===== src/rtl/controlador_estados_param.sv =====
// Parametrised pet-state controller: a free-running divider paces decisions that
// move the pet between idle, action and dead states from latched button presses and stat levels.
module controlador_estados_param #(
  parameter int TICK_W      = 16,
  parameter int N_STATS     = 3,
  parameter int STAT_W      = 8,
  parameter int LIMIAR      = 0,
  parameter int ACT_TICKS   = 8,
  parameter int RESET_TICKS = 4
) (
  input  logic                        clk,
  input  logic                        rst,
  input  logic                        b1,
  input  logic                        b2,
  input  logic [N_STATS*STAT_W-1:0]   stats,
  output logic [3:0]                  estado,
  output logic                        tick,
  output logic                        mudou
);

  localparam int ACT_W = (ACT_TICKS > 0) ? $clog2(ACT_TICKS + 1) : 1;
  localparam int REV_W = (RESET_TICKS > 0) ? $clog2(RESET_TICKS + 1) : 1;
  localparam logic [ACT_W:0]    ACT_LIM = (ACT_W + 1)'(ACT_TICKS);
  localparam logic [REV_W:0]    REV_LIM = (REV_W + 1)'(RESET_TICKS);
  localparam logic [STAT_W-1:0] LIM_V   = STAT_W'(LIMIAR);
  localparam bit ACT_EN = (ACT_TICKS != 0);
  localparam bit REV_EN = (RESET_TICKS != 0);

  typedef enum logic [3:0] {
    IDLE       = 4'b0000,
    DORMINDO   = 4'b0001,
    COMENDO    = 4'b0010,
    DANDO_AULA = 4'b0100,
    MORTO      = 4'b1000
  } estado_t;

  estado_t           estado_q, estado_d;
  logic [TICK_W-1:0] counter_q, counter_d;
  logic              b1_lat_q, b1_lat_d;
  logic              b2_lat_q, b2_lat_d;
  logic [ACT_W-1:0]  act_cnt_q, act_cnt_d;
  logic [REV_W-1:0]  rev_cnt_q, rev_cnt_d;
  logic              tick_q, tick_d;
  logic              mudou_q, mudou_d;
  logic              decision;
  logic              fatal;

  // The decision edge is the one that wraps the divider back to zero.
  always_comb begin
    counter_d = counter_q + 1'b1;
    decision  = (counter_q == {TICK_W{1'b1}});
    fatal     = 1'b0;
    for (int i = 0; i < N_STATS; i++) begin
      if (stats[i*STAT_W +: STAT_W] <= LIM_V) fatal = 1'b1;
    end
    if (decision) begin
      b1_lat_d = b1;
      b2_lat_d = b2;
    end else begin
      b1_lat_d = b1_lat_q | b1;
      b2_lat_d = b2_lat_q | b2;
    end
  end

  always_comb begin
    estado_d  = estado_q;
    act_cnt_d = act_cnt_q;
    rev_cnt_d = rev_cnt_q;
    if (decision) begin
      if (estado_q == MORTO) begin
        if (REV_EN && b1_lat_q && b2_lat_q && !fatal) begin
          if (({1'b0, rev_cnt_q} + 1'b1) == REV_LIM) begin
            estado_d  = IDLE;
            rev_cnt_d = '0;
          end else if (rev_cnt_q != {REV_W{1'b1}}) begin
            rev_cnt_d = rev_cnt_q + 1'b1;
          end
        end else begin
          rev_cnt_d = '0;
        end
      end else if (fatal) begin
        estado_d  = MORTO;
        rev_cnt_d = '0;
      end else begin
        case (estado_q)
          IDLE: begin
            act_cnt_d = '0;
            if (b1_lat_q && b2_lat_q)  estado_d = DANDO_AULA;
            else if (b1_lat_q)         estado_d = COMENDO;
            else if (b2_lat_q)         estado_d = DORMINDO;
          end
          DORMINDO, COMENDO, DANDO_AULA: begin
            if (b1_lat_q || b2_lat_q) begin
              estado_d = IDLE;
            end else if (ACT_EN && (({1'b0, act_cnt_q} + 1'b1) == ACT_LIM)) begin
              estado_d = IDLE;
            end else if (act_cnt_q != {ACT_W{1'b1}}) begin
              act_cnt_d = act_cnt_q + 1'b1;
            end
          end
          default: estado_d = IDLE;
        endcase
      end
    end
    tick_d  = decision;
    mudou_d = decision && (estado_d != estado_q);
  end

  always_ff @(posedge clk or posedge rst) begin
    if (rst) begin
      estado_q  <= IDLE;
      counter_q <= {{(TICK_W-1){1'b0}}, 1'b1};
      b1_lat_q  <= 1'b0;
      b2_lat_q  <= 1'b0;
      act_cnt_q <= '0;
      rev_cnt_q <= '0;
      tick_q    <= 1'b0;
      mudou_q   <= 1'b0;
    end else begin
      estado_q  <= estado_d;
      counter_q <= counter_d;
      b1_lat_q  <= b1_lat_d;
      b2_lat_q  <= b2_lat_d;
      act_cnt_q <= act_cnt_d;
      rev_cnt_q <= rev_cnt_d;
      tick_q    <= tick_d;
      mudou_q   <= mudou_d;
    end
  end

  assign estado = estado_q;
  assign tick   = tick_q;
  assign mudou  = mudou_q;

endmodule

===== config.mk =====
export PLATFORM = sky130hd
export DESIGN_NAME = controlador_estados_param
export DESIGN_NICKNAME = d
export VERILOG_FILES = /design/src/rtl/controlador_estados_param.sv
export SDC_FILE = /design/constraint.sdc
export NUM_CORES = 1
export LEC_CHECK = 0
export ABC_AREA = 1
export BUFFER_PORTS_ARGS = -buffer_cell sky130_fd_sc_hd__buf_2
export CORE_MARGIN = 3
export CORE_UTILIZATION = 55
export DETAILED_ROUTE_END_ITERATION = 8
export MAX_ROUTING_LAYER = met4
export PLACE_DENSITY = 0.83
export SLEW_MARGIN = 5
export SYNTH_ARGS = -nofsm -noshare
export SYNTH_HDL_FRONTEND = slang
export SYNTH_SLANG_ARGS = --single-unit

===== constraint.sdc =====
create_clock -name clk -period 2.3 [get_ports clk]
set_input_delay 0.23 -clock clk [delete_from_list [all_inputs] [get_ports clk]]
set_output_delay 0.23 -clock clk [all_outputs]
set_load 0.02 [all_outputs]

==> metrics, run 1 <==
max_cap viols 0; Post-Place Cell Area 2030 sq um; Fmax 545 MHz; VDD IR-drop max 0.304 mV; Mapped Area 1810 sq um; Final TNS setup 0 ns; synthesized netlist net count 254; I/O pin count 34; Post-Synth Simple-Gate Area 34.7%; post-DP HPWL 2.55 mm; Tcrit/Tclk final 79.7%; share of cells above drive strength 1 26.2%; largest family of logic cells by synthesized area simple AND/OR/NAND/NOR gates; largest net degree at the start of global routing 32; crit-path max cell delay 0.56 ns; Leak Pwr 0.00112 uW; max-slew violations 0; YS warnings 0; actual slew at the worst max-slew pin 0.371 ns; RSZ-0062 raised after global routing no; min Tclk post-route 1.83 ns; Final Instance Area 2090 sq um; total gr overflow 0; # setup viols final 0; Syn Area/Cell 8.14 sq um; clock buffer depth 2; multiplexer share of the synthesized area 0%; total clock sinks 31; number of DRC markers in iteration 0 76; vias 1476; Die Width 63.3 microns; slew margin rel. 75.3%; First-pass DRT Iterations 4; Final Hold Viols 0; # DRC 0; layout filler cell count 264; H-tree depth 2; CP endpoint kind register; number of cell rows 20; sequential share of the synthesized area 43.0%; routed len/inst 10.4 microns; initial antenna violation count 0; core area 3100 sq um; die area 4010 sq um; All-Layer GR Usage 18.2%; ANT cells 0; CTS clk-pin slew, worst paths 0.08 ns; clk_lat worst skew 0.32 ns; Worst Clk Skew 0.00634 ns; CP startpoint kind register; global-route wire length before repair 5.60 mm; Synth Area in Compound Gates 5.54%; post-DR vias/cell 4.81; worst hold-check path type in2reg; Routed Antenna Nets 0; initial core utilization 58.2%; Worst path slowest cell dfstp_2; CTS Buf Count 5; Gate Count Post-Synth 222; status finished clean; nets@finish 296; post-CTS setup buffer count 0; WL final 3.19 mm; unique cell type count in the Yosys netlist 28; Post-Synth Adder-Cell Area 2.77%; XOR/XNOR Fraction of Synth Area 6.79%; gpl congestion 0.838; Max FO, Critical Path 5; area grow syn2layout 15.4%; Root Driver clkbuf_4; critical path, cell by cell ha_1 -> nand2_2 -> nor2_4 -> nand3_2 -> nor2_2 -> nand3_1 -> nand2_1 -> inv_1 -> nor2_1 -> nor2_1 -> nand3_1; critical path type reg2reg; Required @ worst endpoint 2.56 ns; number of global-route vias before repair 1332; Worst EP arrival 2.09 ns; CTS tree done; DIE HEIGHT 63.3 microns; pwr/cell area 414 nW/um^2; FF+latch count, synth 31; port bufs 33
-- cell usage after synthesis --
master / count / share of area (%)
nand4_4: 1 / 1.2
ha_1: 4 / 2.8
nand2_1: 44 / 9.1
nand3_1: 19 / 5.3
a21oi_1: 4 / 1.1
xor2_1: 10 / 4.8
nor3b_2: 1 / 0.69
nand3_4: 1 / 0.97
nor2_2: 4 / 1.4
nand2_2: 5 / 1.7
a21o_1: 1 / 0.42
xnor2_1: 4 / 1.9
clkinv_2: 2 / 0.55
o21ai_2: 2 / 0.97
clkinv_1: 1 / 0.21
o21ai_1: 5 / 1.4
dfrtp_1: 30 / 42
dfstp_2: 1 / 1.5
o22ai_2: 1 / 0.69
nor3_1: 1 / 0.28
inv_1: 29 / 6.0
inv_2: 2 / 0.42
nand4_1: 4 / 1.4
nor2_4: 4 / 2.5
o21ai_0: 2 / 0.55
o21bai_1: 1 / 0.42
nand3_2: 6 / 3.3
nor2_1: 33 / 6.9
-- through the flow --
stage               hold WS (ns)  setup WS, ns  utilization (%)  total power [uW]  instances
finish                    0.0963         0.466             67.2               863        307
global route              0.0821         0.325             67.2               908        307
CTS                       0.0813         0.458             67.2               885        307
detailed placement         0.329         0.477             65.6               600        300
global placement           0.322         0.543             65.6               599        300
floorplan                  0.322         0.643                -               573        222
-- where the power goes --
part	internal, uW	switching (uW)	total (uW)
logic	22.6	22.3	44.9
clock network	108	165	273
registers	545	0.0000000000000512	545
-- worst paths after layout --
path	from	endpoint	slack (ns)	cells past startpoint
worst max-delay path	counter_q[0]$_DFF_PP1_	mudou$_DFF_PP0_	0.47	11
worst min-delay path	b1	b1_lat_q$_DFF_PP0_	0.1	2
worst max register to register	counter_q[0]$_DFF_PP1_	mudou$_DFF_PP0_	0.47	11
worst min register to register	counter_q[0]$_DFF_PP1_	counter_q[0]$_DFF_PP1_	0.47	1
max in group asynchronous	rst	counter_q[0]$_DFF_PP1_	1.47	4
min in group asynchronous	rst	counter_q[14]$_DFF_PP0_	0.52	4
-- per-layer routing --
layer / part of all wire [%] / global-route usage, %
met3: 6.5 / 5.17
met4: 1.7 / 8.89
met1: 46 / 22.8
met2: 46 / 27.1
met5: 0 / -
-- sequential cells by signal (all words and copies together), names as in the netlist --
signal / cells
act_cnt_q: 4
b1_lat_q: 1
b2_lat_q: 1
counter_q: 16
estado: 4
mudou: 1
rev_cnt_q: 3
tick: 1
-- final cells by class --
class                   count  area [sq um]  share of cell area, %
multi-input cells         157           900                   43.1
flip-flops and latches     31           777                   37.3
repair buffers             35           183                   8.76
inverters                  34           130                   6.24
well taps                  44          55.1                   2.64
clock buffers               6          41.3                   1.98
-- repair_timing --
| action | 4_1_cts | 5_1_grt |
|---|---|---|
| endpoints found under the hold margin | 30 | 0 |
| hold buffers | 1 | 0 |
| resized for setup | 0 | 0 |
-- cells in the final DEF (no fill, tap or decap), drive strengths merged --
master | Yosys | routed
nand4 | 5 | 5
buf | 0 | 34
dlygate4sd3 | 0 | 1
clkbuf | 0 | 6
xor2 | 10 | 10
nor3 | 1 | 1
nand3 | 26 | 26
nor2 | 41 | 41
nand2 | 49 | 49
o21bai | 1 | 1
a21o | 1 | 1
clkinv | 3 | 3
dfstp | 1 | 1
nor3b | 1 | 1
o21ai | 9 | 9
o22ai | 1 | 1
xnor2 | 4 | 4
ha | 4 | 4
a21oi | 4 | 4
dfrtp | 30 | 30
inv | 31 | 31
-- worst max-delay path, delay by kind of cell (launching register included) --
kind	cells	cell delay, ns
simple gates	9	1.00
flops	1	0.56
fa+ha+maj	1	0.20
buf+inv	1	0.04
-- kinds of logic (layout without fill, tap and decap cells) --
kind of cell / count (synthesis) / in the layout
XOR/XNOR: 14 / 14
AND/OR/NAND/NOR: 123 / 123
flip-flops: 31 / 31
buffers and inverters: 34 / 75
adder cells (fa/ha/maj): 4 / 4
AO/OA/AOI/OAI: 16 / 16
Power figures use the tool's default switching activity.
==> run 2, diff against run 1 <==
--- a/config.mk
+++ b/config.mk
@@ -5,10 +5,10 @@
 export SDC_FILE = /design/constraint.sdc
 export NUM_CORES = 1
 export LEC_CHECK = 0
-export ABC_AREA = 1
+export ABC_AREA = 0
 export BUFFER_PORTS_ARGS = -buffer_cell sky130_fd_sc_hd__buf_2
 export CORE_MARGIN = 3
-export CORE_UTILIZATION = 55
+export CORE_UTILIZATION = 54
 export DETAILED_ROUTE_END_ITERATION = 8
 export MAX_ROUTING_LAYER = met4
 export PLACE_DENSITY = 0.83
==> constraint.sdc (replaced) <==
create_clock -name clk -period 1.8 [get_ports clk]
set_input_delay 0.18 -clock clk [delete_from_list [all_inputs] [get_ports clk]]
set_output_delay 0.18 -clock clk [all_outputs]
set_load 0.02 [all_outputs]
==> metrics, run 2 <==
slew margin rel. 72.7% (was 75.3%); count leader, synth dfrtp_1 (was nand2_1); Fmax 500 MHz (was 545 MHz); share of cells above drive strength 1 45.7% (was 26.2%); Reg with most FFs counter_q (unchanged); Routed Antenna Nets 0 (unchanged); Critical Path Stages 7 (was 11); actual slew at the worst max-slew pin 0.409 ns (was 0.371 ns); First-pass DRT Iterations 4 (unchanged); WL final 4.26 mm (was 3.19 mm); Synth Area in Compound Gates 9.95% (was 5.54%); initial core utilization 57.8% (was 58.2%); global-route wire length before repair 6.64 mm (was 5.60 mm); Worst setup startpoint counter_q[0]$_DFF_PP1_ (unchanged); post-DP HPWL 3.05 mm (was 2.55 mm); placed insts 261 (was 300); largest family of logic cells by synthesized area simple AND/OR/NAND/NOR gates (unchanged); Final Hold Viols 0 (unchanged); Max FO, Critical Path 4 (was 5); CP endpoint kind register (unchanged); die area 3700 sq um (was 4010 sq um); Leak Pwr 0.00114 uW (was 0.00112 uW); crit-path max cell delay 0.56 ns (about the same); min Tclk post-route 2.00 ns (was 1.83 ns); initial antenna violation count 0 (unchanged); status finished with violations (was finished clean); nets@finish 274 (was 296); Worst Clk Skew 0.0144 ns (was 0.00634 ns); gpl congestion 0.882 (was 0.838); Critical Path End act_cnt_q[3]$_DFFE_PP0P_ (was mudou$_DFF_PP0_); H-tree depth 2 (unchanged); reg2reg start counter_q[0]$_DFF_PP1_ (unchanged); r2r endpoint act_cnt_q[3]$_DFFE_PP0P_ (was mudou$_DFF_PP0_); top cells by area, synth dfrtp_1 46%, xnor2_1 4.9%, nand3_1 4.6% (was dfrtp_1 42%, nand2_1 9.1%, nor2_1 6.9%); Setup WS pre-CTS -0.199 ns (was 0.477 ns); Required @ worst endpoint 2.04 ns (was 2.56 ns); synthesized netlist net count 194 (was 254); max_cap viols 0 (unchanged); CTS Buf Count 5 (unchanged); number of global-route vias before repair 1566 (was 1332); Post-Synth Adder-Cell Area 3.70% (was 2.77%); # setup viols final 4 (was 0); port bufs 33 (unchanged); Mapped Area 1620 sq um (was 1810 sq um); core area 2810 sq um (was 3100 sq um); total power 1330 uW (was 863 uW); Tcrit/Tclk final 111% (was 79.7%); Die Width 60.8 microns (was 63.3 microns); top cell type by total area after synthesis dfrtp_1 (unchanged); sequential share of the synthesized area 47.9% (was 43.0%); top cells by count, synth 30 x dfrtp_1, 18 x nand2_1, 15 x nand3_1, 10 x nor2_1, 9 x xnor2_1 (was 44 x nand2_1, 33 x nor2_1, 30 x dfrtp_1, 29 x inv_1, 19 x nand3_1); XOR/XNOR Fraction of Synth Area 8.10% (was 6.79%); Post-Synth Simple-Gate Area 26.2% (was 34.7%); CP startpoint kind register (unchanged); WP buf/inv 1 (unchanged); YS warnings 0 (unchanged); Root Driver clkbuf_4 (unchanged); Gate Count Post-Synth 162 (was 222); post-synthesis async set-or-reset flop share 100% (unchanged); total clock sinks 31 (unchanged); number of cell rows 19 (was 20); worst hold-check path type in2reg (unchanged); I/O pin count 34 (unchanged); layout filler cell count 169 (was 264); fin cells 274 (was 307); violated checks negative setup slack; Worst EP arrival 2.24 ns (was 2.09 ns); critical path type reg2reg (unchanged); routed len/inst 15.6 microns (was 10.4 microns); CTS tree done (unchanged); largest net degree at the start of global routing 32 (unchanged); area grow syn2layout 42.6% (was 15.4%); vias 1542 (was 1476); CTS clk-pin slew, worst paths 0.10 ns (was 0.08 ns); clk_lat worst skew 0.35 ns (was 0.32 ns); Worst path slowest cell dfstp_2 (unchanged); DIE HEIGHT 60.8 microns (was 63.3 microns); Syn Area/Cell 10.0 sq um (was 8.14 sq um); Hold WS 0.0154 ns (was 0.0963 ns); FF+latch count, synth 31 (unchanged); multiplexer share of the synthesized area 1.31% (was 0%); post-DR vias/cell 5.63 (was 4.81); Synth top area share 46.3% (was 41.6%); pwr/cell area 577 nW/um^2 (was 414 nW/um^2); max-slew violations 0 (unchanged); All-Layer GR Usage 25.3% (was 18.2%); top_reg_cell synth dfrtp_1 (unchanged); FF-to-FF setup slack -0.20 ns (was 0.47 ns); unique cell type count in the Yosys netlist 43 (was 28); Post-synth EDFFs 0 (unchanged); Final Instance Area 2310 sq um (was 2090 sq um); total gr overflow 0 (unchanged); CP top delay family simple AND/OR/NAND/NOR gates (unchanged); number of DRC markers in iteration 0 100 (was 76); RSZ-0062 raised after global routing yes (was no); commonest non-fill, non-tap cell in the layout buf_4 (was nand2_1); Post-Place Cell Area 2110 sq um (was 2030 sq um); ANT cells 0 (unchanged); R2R depth 7 (was 11); critical path, cell by cell ha_4 -> nand4_4 -> or3_4 -> or4_4 -> buf_4 -> nand2_1 -> nand3_1 (was ha_1 -> nand2_2 -> nor2_4 -> nand3_2 -> nor2_2 -> nand3_1 -> nand2_1 -> inv_1 -> nor2_1 -> nor2_1 -> nand3_1); min-delay src b1 (unchanged); # DRC 0 (unchanged); VDD IR-drop max 0.946 mV (was 0.304 mV); clock buffer depth 2 (unchanged); commonest cells after routing, fill and taps aside 43 x buf_4, 33 x buf_2, 28 x dfrtp_1, 18 x nand2_1, 14 x nand3_1 (was 44 x nand2_1, 33 x nor2_1, 33 x buf_2, 30 x dfrtp_1, 29 x inv_1); Final WS setup -0.200 ns (was 0.466 ns); number of flip-flops in the largest register 16 (unchanged)
run 2: changes by cell type after synthesis, moves of 5 or more:
cell | previous run | this run
nand2_1 | 44 | 18
inv_1 | 29 | 5
nor2_1 | 33 | 10
nor4_1 | 0 | 8
nand3_2 | 6 | 0
nand2_2 | 5 | 0
o21ai_0 | 2 | 7
xnor2_1 | 4 | 9
run 2: how the worst min path moves through the flow:
| stage | cells past startpoint | slack [ns] | endpoint |
|---|---|---|---|
| 2_1_floorplan | 1 | 0.28 | act_cnt_q[0]$_DFFE_PP0P_ |
| 3_3_place_gp | 3 | 0.27 | counter_q[13]$_DFF_PP0_ |
| 3_5_place_dp | 3 | 0.28 | counter_q[13]$_DFF_PP0_ |
| 4_1_cts | 2 | 0.004 | b1_lat_q$_DFF_PP0_ |
| 5_1_grt | 2 | 0.006 | b1_lat_q$_DFF_PP0_ |
| 6_report | 2 | 0.02 | b1_lat_q$_DFF_PP0_ |
run 2: power breakdown:
part	leakage, uW	internal (uW)	switching (uW)
Combinational	0.000710	30.9	29.7
Clock	0.0000482	328	247
Sequential	0.000381	697	0.792
run 2: cell type report:
class / instances / area, sq um / area share, %
sequential: 31 / 779 / 33.7
timing repair buffer: 77 / 498 / 21.5
clock buffer: 6 / 51.3 / 2.22
clock inverter: 2 / 35.0 / 1.52
tap: 31 / 38.8 / 1.68
multi-input combinational: 122 / 891 / 38.5
inverter: 5 / 18.8 / 0.812
run 2: cell families (layout without fill, tap and decap cells):
group | after synthesis | count (layout)
AND/OR/NAND/NOR | 75 | 75
flip-flops | 31 | 31
AO/OA/AOI/OAI | 25 | 25
multiplexers | 2 | 2
adder cells (fa/ha/maj) | 5 | 5
XOR/XNOR | 15 | 15
buffers and inverters | 9 | 90
run 2: repair_timing:
item	CTS	global route
resized for setup	7	11
setup endpoints to repair	9	13
setup buffers	3	1
hold endpoints to repair	30	0
hold buffers	1	0
pin swaps	8	5
run 2: worst register-to-register path: stages, from the launching register on:
cell and delay [ns]:
dfstp_2 0.56, ha_4 0.14, nand4_4 0.09, or3_4 0.34, or4_4 0.43, buf_4 0.17
nand2_1 0.07, nand3_1 0.08
run 2: metal layers:
metal	track usage, %	vias to the layer above	routed length (microns)	part of all wire, %
li1	-	737	-	-
met4	10.5	0	109	2.6
met3	7.45	12	178	4.2
met1	25.7	742	1560	37
met5	-	-	0	0
met2	45.0	51	2410	57
run 2: per-stage QoR:
step	utilization, %	TNS, ns
5_1_grt	82.4	-1.30
4_1_cts	80.5	-0.679
3_5_place_dp	75.3	-0.803
6_report	82.4	-0.718
2_1_floorplan	-	-0.965
3_3_place_gp	75.3	-0.573
==> run 3, diff against run 2 <==
--- a/config.mk
+++ b/config.mk
@@ -7,11 +7,12 @@
 export LEC_CHECK = 0
 export ABC_AREA = 0
 export BUFFER_PORTS_ARGS = -buffer_cell sky130_fd_sc_hd__buf_2
-export CORE_MARGIN = 3
-export CORE_UTILIZATION = 54
+export CORE_MARGIN = 10
+export CORE_UTILIZATION = 56
+export CTS_BUF_LIST = sky130_fd_sc_hd__clkbuf_8
 export DETAILED_ROUTE_END_ITERATION = 8
 export MAX_ROUTING_LAYER = met4
-export PLACE_DENSITY = 0.83
+export PLACE_DENSITY = 0.85
 export SLEW_MARGIN = 5
 export SYNTH_ARGS = -nofsm -noshare
 export SYNTH_HDL_FRONTEND = slang
==> metrics, run 3 (synthesis gave the netlist of run 2 again) <==
status finished with violations (unchanged); violated checks negative setup slack (unchanged); area occupied by multi-input gates 917 sq um (was 891 sq um); Die Width 73.8 microns (was 60.8 microns); Final WS setup -0.231 ns (was -0.200 ns); Max FO, Critical Path 3 (was 4); CP endpoint kind register (unchanged); ANT cells 0 (unchanged); number of cell rows 19 (unchanged); max_cap viols 0 (unchanged); Worst EP arrival 2.25 ns (was 2.24 ns); Reg area 779 sq um (unchanged); CP startpoint kind register (unchanged); initial core utilization 58.8% (was 57.8%); CTS clk-pin slew, worst paths 0.07 ns (was 0.10 ns); global-route wire length before repair 7.45 mm (was 6.64 mm); post-DR vias/cell 5.87 (was 5.63); clk_lat worst skew 0.29 ns (was 0.35 ns); WP buf/inv 0 (was 1); RSZ-0062 raised after global routing yes (unchanged); critical path type reg2reg (unchanged); initial antenna violation count 0 (unchanged); Required @ worst endpoint 2.02 ns (was 2.04 ns); total clock sinks 31 (unchanged); critical path, cell by cell ha_4 -> nand4_4 -> or3_4 -> or4_4 -> or2_1 -> o21ai_1 (was ha_4 -> nand4_4 -> or3_4 -> or4_4 -> buf_4 -> nand2_1 -> nand3_1); I/O pin count 34 (unchanged); CTS tree done (unchanged); Worst path slowest cell dfstp_2 (unchanged); fin cells 277 (was 274); largest net degree at the start of global routing 32 (unchanged); Tcrit/Tclk final 113% (was 111%); Gate power share 4.7% (was 4.5%); commonest cells after routing, fill and taps aside 46 x buf_4, 33 x buf_2, 28 x dfrtp_1, 18 x nand2_1, 13 x nand3_1 (was 43 x buf_4, 33 x buf_2, 28 x dfrtp_1, 18 x nand2_1, 14 x nand3_1); total power 1330 uW (about the same); Routed Antenna Nets 0 (unchanged); number of DRC markers in iteration 0 250 (was 100); Fmax 492 MHz (was 500 MHz); Leak Pwr 0.00115 uW (was 0.00114 uW); First-pass DRT Iterations 4 (unchanged); nets@finish 277 (was 274); Final Hold Viols 0 (unchanged); number of global-route vias before repair 1675 (was 1566); # setup viols final 7 (was 4); total gr overflow 0 (unchanged); CP top delay family simple AND/OR/NAND/NOR gates (unchanged); CTS Buf Count 5 (unchanged); H-tree depth 2 (unchanged); number of flip-flops in the largest register 16 (unchanged); Final TNS setup -0.969 ns (was -0.718 ns); share of cells above drive strength 1 47.2% (was 45.7%); routed len/inst 17.9 microns (was 15.6 microns); min Tclk post-route 2.03 ns (was 2.00 ns); max-slew violations 0 (unchanged); commonest non-fill, non-tap cell in the layout buf_4 (unchanged); Clock Power Share 42.6% (was 43.1%); switch share 22.2% (was 20.8%); Worst Clk Skew 0.00799 ns (was 0.0144 ns); Power Internal 1030 uW (was 1060 uW); post-DP HPWL 3.22 mm (was 3.05 mm); All-Layer GR Usage 18.2% (was 25.3%); layout filler cell count 141 (was 169); crit-path max cell delay 0.55 ns (was 0.56 ns); DIE HEIGHT 73.8 microns (was 60.8 microns); # DRC 0 (unchanged); VDD IR-drop max 0.760 mV (was 0.946 mV); placed insts 261 (unchanged); die area 5450 sq um (was 3700 sq um); vias 1625 (was 1542); Reg with most FFs counter_q (unchanged); min-delay src b1 (unchanged); reg2reg start counter_q[0]$_DFF_PP1_ (unchanged); core area 2760 sq um (was 2810 sq um); clock buffer depth 2 (unchanged); gpl congestion 0.862 (was 0.882); actual slew at the worst max-slew pin 0.392 ns (was 0.409 ns); Switch Pwr 294 uW (was 278 uW); worst hold-check path type in2reg (unchanged); sequential share of power 52.7% (was 52.3%); WL final 4.97 mm (was 4.26 mm); area grow syn2layout 45.9% (was 42.6%); Root Driver clkbuf_8 (was clkbuf_4); slew margin rel. 73.9% (was 72.7%); port bufs 33 (unchanged); pwr/cell area 560 nW/um^2 (was 577 nW/um^2); Setup WS pre-CTS -0.198 ns (was -0.199 ns); Worst setup startpoint counter_q[0]$_DFF_PP1_ (unchanged)
[run 3: final cells by class]
class / count / area share (%)
timing repair buffer: 80 / 22.0
clock inverter: 2 / 0.370
sequential: 31 / 32.9
multi-input combinational: 122 / 38.8
inverter: 5 / 0.793
clock buffer: 6 / 3.49
tap: 31 / 1.64
[run 3: metal layers]
metal	up-vias	global-route usage (%)	wire, microns
met4	0	10.6	211
met2	87	31.3	2680
met5	-	-	0
met1	768	18.1	1740
met3	21	4.44	343
li1	749	-	-
[run 3: final timing paths]
check                                            to  slack, ns  depth (start not counted)
max reg2reg                act_cnt_q[0]$_DFFE_PP0P_      -0.23                          6
min                              b1_lat_q$_DFF_PP0_       0.06                          2
max in group asynchronous    counter_q[0]$_DFF_PP1_       0.97                          4
max                        act_cnt_q[0]$_DFFE_PP0P_      -0.23                          6
min reg2reg                 counter_q[10]$_DFF_PP0_       0.54                          1
min in group asynchronous   counter_q[11]$_DFF_PP0_       0.50                          4
[run 3: power by group through the flow]
stage          clock, uW  combinational, uW  sequential (uW)
2_1_floorplan          0               19.2              712
3_3_place_gp           0               55.3              711
3_5_place_dp           0               58.7              711
4_1_cts              570               61.1              699
5_1_grt              601               68.4              698
6_report             565               62.2              699
[run 3: stage by stage]
step | instance area, sq um | utilization, % | hold WS, ns
CTS | 2280 | 82.6 | 0.0594
global route | 2370 | 85.8 | 0.0573
floorplan | 1640 | - | 0.276
global placement | 2110 | 76.6 | 0.263
detailed placement | 2110 | 76.6 | 0.278
finish | 2370 | 85.8 | 0.0617
[run 3: timing repair]
action                                 in CTS  in global routing
pin swaps                                   8                  9
gates resized for setup                     6                 16
gates cloned                                0                  0
endpoints found under the hold margin      30                  0
hold buffers                                1                  0
setup endpoints to repair                   6                 14
setup buffers                               6                  2
